$ cat config.mk
export PLATFORM = sky130hd
export DESIGN_NAME = seg_scan_ctrl_flat
export DESIGN_NICKNAME = d
export VERILOG_FILES = /design/src/rtl/seg_scan_ctrl_if.sv /design/src/rtl/seg_scan_ctrl.sv /design/src/flat_wrapper.sv
export SDC_FILE = /design/constraint.sdc
export NUM_CORES = 1
export LEC_CHECK = 0
export ABC_AREA = 1
export BUFFER_PORTS_ARGS = -buffer_cell sky130_fd_sc_hd__buf_4
export CORE_MARGIN = 2
export CORE_UTILIZATION = 28
export CTS_CLUSTER_DIAMETER = 50
export DETAILED_ROUTE_END_ITERATION = 16
export PLACE_DENSITY = 0.43
export SLEW_MARGIN = 20
export SYNTH_ARGS = -nofsm -noshare
export SYNTH_HDL_FRONTEND = slang
export SYNTH_SLANG_ARGS = --single-unit
$ cat constraint.sdc
create_clock -name clk -period 4 [get_ports clk]
set_clock_uncertainty 0.2 [all_clocks]
set_input_delay 0 -clock clk [delete_from_list [all_inputs] [get_ports clk]]
set_output_delay 0 -clock clk [all_outputs]
set_load 0.1 [all_outputs]
$ cat src/rtl/seg_scan_ctrl_if.sv
// seg_scan_ctrl_if: load handshake and display bus between the SAP-1 output register and the scan controller
interface seg_scan_ctrl_if #(
  parameter int DIGITS = 4
);
  logic                en;
  logic [4*DIGITS-1:0] value;
  logic                load_valid;
  logic                load_ready;
  logic [3:0]          bcd;
  logic [DIGITS-1:0]   digit_an;
  logic                frame_done;
  modport master (
    output en, value, load_valid,
    input  load_ready, bcd, digit_an, frame_done
  );
  modport slave (
    input  en, value, load_valid,
    output load_ready, bcd, digit_an, frame_done
  );
endinterface

$ cat src/rtl/seg_scan_ctrl.sv
// seg_scan_ctrl: time-multiplexed seven-segment scan controller; define SEG_LZ_BLANK_EN for leading-zero blanking
module seg_scan_ctrl #(
  parameter int DIGITS      = 4,
  parameter int REFRESH_DIV = 50000
) (
  input logic            clk,
  input logic            rst,
  seg_scan_ctrl_if.slave bus
);
  localparam int PW = $clog2(REFRESH_DIV);
  localparam int IW = $clog2(DIGITS);
  localparam int VW = 4 * DIGITS;
  localparam logic [PW-1:0] PMAX = PW'(REFRESH_DIV - 1);
  localparam logic [IW-1:0] IMAX = IW'(DIGITS - 1);
  typedef enum logic {IDLE, SCAN} state_t;
  state_t state, state_n;
  logic [VW-1:0] active, active_n, pending, pending_n;
  logic pend_full, pend_full_n, have_val, have_val_n;
  logic [PW-1:0] pcnt, pcnt_n;
  logic [IW-1:0] idx, idx_n;
  logic [3:0] bcd, bcd_n;
  logic [DIGITS-1:0] an, an_n, lit;
  logic fd, fd_n, accept, tick, fend;
  assign bus.load_ready = !pend_full;
  assign bus.bcd        = bcd;
  assign bus.digit_an   = an;
  assign bus.frame_done = fd;
  // Next state: load routing, slot/frame counting, frame-boundary value swap and registered display outputs
  always_comb begin
    accept      = bus.load_valid && !pend_full;
    tick        = state == SCAN && pcnt == PMAX;
    fend        = tick && idx == IMAX;
    state_n     = state;
    active_n    = active;
    pending_n   = pending;
    pend_full_n = pend_full;
    have_val_n  = have_val;
    pcnt_n      = '0;
    idx_n       = '0;
    fd_n        = fend;
    if (state == IDLE) begin
      if (accept) begin
        active_n   = bus.value;
        have_val_n = 1'b1;
      end
      if (bus.en && have_val_n) state_n = SCAN;
    end else begin
      if (fend && pend_full) begin
        active_n    = pending;
        pend_full_n = 1'b0;
      end else if (accept) begin
        pending_n   = bus.value;
        pend_full_n = 1'b1;
      end
      if (bus.en) begin
        pcnt_n = tick ? '0 : pcnt + 1'b1;
        idx_n  = tick ? (idx == IMAX ? '0 : idx + 1'b1) : idx;
      end else state_n = IDLE;
    end
`ifdef SEG_LZ_BLANK_EN
    begin
      logic acc;
      acc = 1'b0;
      for (int i = DIGITS - 1; i >= 0; i--) begin
        acc    = acc | (|active_n[4*i +: 4]);
        lit[i] = acc || (i == 0);
      end
    end
`else
    lit = '1;
`endif
    bcd_n = state_n == SCAN ? active_n[4*idx_n +: 4] : 4'd0;
    an_n  = (state_n == SCAN && lit[idx_n]) ? DIGITS'(1) << idx_n : '0;
  end
  // State and output registers, cleared asynchronously
  always_ff @(posedge clk or posedge rst) begin
    if (rst) begin
      state     <= IDLE;
      active    <= '0;
      pending   <= '0;
      pend_full <= 1'b0;
      have_val  <= 1'b0;
      pcnt      <= '0;
      idx       <= '0;
      bcd       <= '0;
      an        <= '0;
      fd        <= 1'b0;
    end else begin
      state     <= state_n;
      active    <= active_n;
      pending   <= pending_n;
      pend_full <= pend_full_n;
      have_val  <= have_val_n;
      pcnt      <= pcnt_n;
      idx       <= idx_n;
      bcd       <= bcd_n;
      an        <= an_n;
      fd        <= fd_n;
    end
  end
endmodule

$ cat src/flat_wrapper.sv
// flat-port wrapper written by rule: the top's interface ports become plain ports
module seg_scan_ctrl_flat 
#(
  parameter int DIGITS      = 4,
  parameter int REFRESH_DIV = 50000
)
  (clk, rst, bus_en, bus_value, bus_load_valid, bus_load_ready, bus_bcd, bus_digit_an, bus_frame_done);
  seg_scan_ctrl_if #(.DIGITS(DIGITS)) bus_i ();
  input logic clk;
  input logic rst;
  input wire logic [$bits(bus_i.en)-1:0] bus_en;
  input wire logic [$bits(bus_i.value)-1:0] bus_value;
  input wire logic [$bits(bus_i.load_valid)-1:0] bus_load_valid;
  output wire logic [$bits(bus_i.load_ready)-1:0] bus_load_ready;
  output wire logic [$bits(bus_i.bcd)-1:0] bus_bcd;
  output wire logic [$bits(bus_i.digit_an)-1:0] bus_digit_an;
  output wire logic [$bits(bus_i.frame_done)-1:0] bus_frame_done;
  assign bus_i.en = bus_en;
  assign bus_i.value = bus_value;
  assign bus_i.load_valid = bus_load_valid;
  assign bus_load_ready = bus_i.load_ready;
  assign bus_bcd = bus_i.bcd;
  assign bus_digit_an = bus_i.digit_an;
  assign bus_frame_done = bus_i.frame_done;
  seg_scan_ctrl #(.DIGITS(DIGITS), .REFRESH_DIV(REFRESH_DIV)) u_core (.clk(clk), .rst(rst), .bus(bus_i));
endmodule
==> results.yml <==
cts:
  htree_levels: 3
  cts_made_buffers: 9
  cts_tree: "yes"
  cts_setup_buffers: 0
  cts_resized: 0
  clock-sinks: 62
  clock_path_buffers: 2
  clockRootBuffer: "clkbuf_8"
  clk_latency_ns: 0.35
  path_clk_slew_ns: 0.07
yosys:
  seq_area_frac_synth_pct: 49.4
  synthArstFlopShare_pct: 100
  ys_top_cells_by_area: "dfrtp_1 (49%), nand3_1 (9.2%), nand2_1 (9.0%), mux2_2 (5.7%), nor2_1 (3.5%)"
  ys.warnings.count: 0
  synth_fp_nets: 378
  synth-simple-area-share_pct: 34.3
  synthMuxAreaShare_pct: 5.74
  synth.avg_cell_area_um2: 8.82
  synth-compound-area-share_pct: 4.22
  synth_top_cells_by_count: "nand2_1 (75), dfrtp_1 (62), nand3_1 (58), nor2_1 (29), inv_1 (25)"
  netlist_area_um2: 3140
  syn_inst: 356
  synthAdderAreaFrac_pct: 0.797
  synth_top_cell_by_area: "dfrtp_1"
  synth-edff-count: 0
  synth_top_area_share_pct: 49.4
  synth_seq_cells: 62
  synth_xor_area_share_pct: 0.279
  synth_top_family_by_area: "simple AND/OR/NAND/NOR gates"
  yosys.cell_types.count: 33
  synth_most_common_cell: "nand2_1"
  synth-main-ff-cell: "dfrtp_1"
grt:
  grt_pass1_wl_um: 13300
  grt_overflow: 0
  grt_max_degree: 36
  track_usage_pct: 14.7
  antenna_found_initial: 0
  grt_pass1_vias: 2637
floorplan:
  core_area_um2: 10900
  die_h_um: 110
  floorplan.initialDensity_pct: 28.8
  dieWidth_um: 110
  ios: 30
  dieArea_um2: 12100
  fp-row-count: 38
routing:
  drtIter0Drc: 111
  drt-total-wl_um: 7890
  via_count: 2567
  drtAntennaViolNets: 0
  wl_per_cell_um: 14.4
  top_layer: "met4"
  met3WireLength_um: 362
  drc: 0
  wl_met2_um: 3610
  viasPerCell: 4.68
  first_pass_iters: 5
  drt-met1-wl_um: 3820
timing:
  rsz0062_at_grt: "false"
  slew_headroom_pct: 45.7
  drv_slew: 0
  finalCriticalPeriod_ns: 2.72
  setup_viol: 0
  period_share_pct: 67.9
  clock.fmax_mhz: 368
  hold_violations: 0
  worst_pin_slew_ns: 0.814
  tns_ns: 0
  whs_ns: 0.0233
cells_and_area:
  regArea_um2: 1550
  fill_cells: 1115
  num_antenna_cells: 0
  multiInputGateArea_um2: 1420
  syn_to_final_growth_pct: 23.7
  nets: 426
  layout-drive-gt1-share_pct: 21.3
pwr:
  ir_drop_mv: 0.216
  power_density_nw_per_um2: 329
  leakage_nw: 1.78
setup_path:
  cp_slowest_cell: "dfrtp_1"
  arrival_ns: 2.74
  cp-start-kind: "flop"
  max_stage_delay_ns: 0.88
  crit_chain: "nand2_1 -> nor2_1 -> nand3_1 -> nor2_4 -> nand3_4 -> nand2_1 -> nand3_1 -> nand3_1 -> nand2_1 -> nor2_1 -> nor2_1"
  crit_type: "flop to flop"
  crit_path_end_kind: "flop"
  crit_fanout: 23
  required_ns: 4.02
place:
  gp_congestion: 0.746
  dp_hpwl_um: 5340
  io_buffers: 29
job:
  cap_viol_max_count: 0
worst_hold_path:
  holdCritPathClass: "input port to flop"
outcome:
  status: "finished, final reports clean"
report_power, final:
group / internal (mW) / switching (mW) / total, mW
clock: 0.354 / 0.254 / 0.608
sequential: 0.627 / 0 / 0.627
combinational: 0.0240 / 0.0202 / 0.0442
total: 1.00 / 0.274 / 1.28
timing repair:
item                                   CTS  global route
setup endpoints to repair                0             0
endpoints found under the hold margin   74             0
hold buffers                            18             0
path summary, 6_finish.rpt:
kind	from	end	slack, ns	cells past startpoint
max in group asynchronous	rst	u_core.idx[0]	2.56	4
min	bus_load_valid	u_core.have_val	0.02	3
min in group asynchronous	rst	u_core.pcnt[2]	0.16	3
min reg2reg	u_core.pcnt[0]	u_core.pcnt[0]	0.29	1
max reg2reg	u_core.state	u_core.bus.bcd[2]	1.28	11
max	u_core.state	u_core.bus.bcd[2]	1.28	11
routing by layer:
metal	track usage (%)	up-vias
met3	4.15	9
met2	23.8	58
met1	18.9	1218
met4	4.52	0
li1	-	1282
met5	0	-
layout make-up:
type | instances | area share, %
clock buffer | 13 | 4.61
tap | 140 | 4.51
timing repair buffer | 49 | 10.6
sequential | 62 | 40.0
inverter | 27 | 2.61
clock inverter | 3 | 1.03
multi-input combinational | 255 | 36.6
kinds of logic after synthesis:
logic type      count (synthesis)
simple gates                  215
mux                            16
fa+ha+maj                       2
flops                          62
xor+xnor                        1
compound gates                 21
buf+inv                        39
state kept, by name, indices dropped and copies added (netlist names):
name and count:
u_core.have_val 1, u_core.pend_full 1, u_core.pending 16, u_core.state 1
u_core.bus.frame_done 1, u_core.bus.bcd 4, u_core.pcnt 16, u_core.idx 2
u_core.bus.digit_an 4, u_core.active 16
critical path, delay by kind of cell, from the launching register on:
kind             cells  cell delay (ns)
flip-flops           1             0.88
AND/OR/NAND/NOR     11             1.51
cell usage in the layout (no fill, tap or decap), drive strengths merged, types with 2 or more instances in the layout:
cell / count
nand2: 81
dlygate4sd3: 18
buf: 31
mux2: 16
ha: 2
nor3: 3
clkinv: 2
nor2: 37
nand3: 62
o21ai: 6
nand4: 15
and2: 16
clkbuf: 13
a21oi: 8
dfrtp: 62
inv: 27
through the flow:
step	cells	instance area, µm²	total power [mW]	utilization (%)	setup WS, ns
finish	549	3880	1.28	35.7	1.28
global route	549	3880	1.33	35.7	0.961
CTS	549	3880	1.30	35.7	1.24
detailed placement	515	3480	0.671	32.0	1.27
global placement	515	3480	0.670	32.0	1.34
floorplan	356	3140	0.648	-	1.54
No activity file was read; power rests on OpenSTA's default activity.
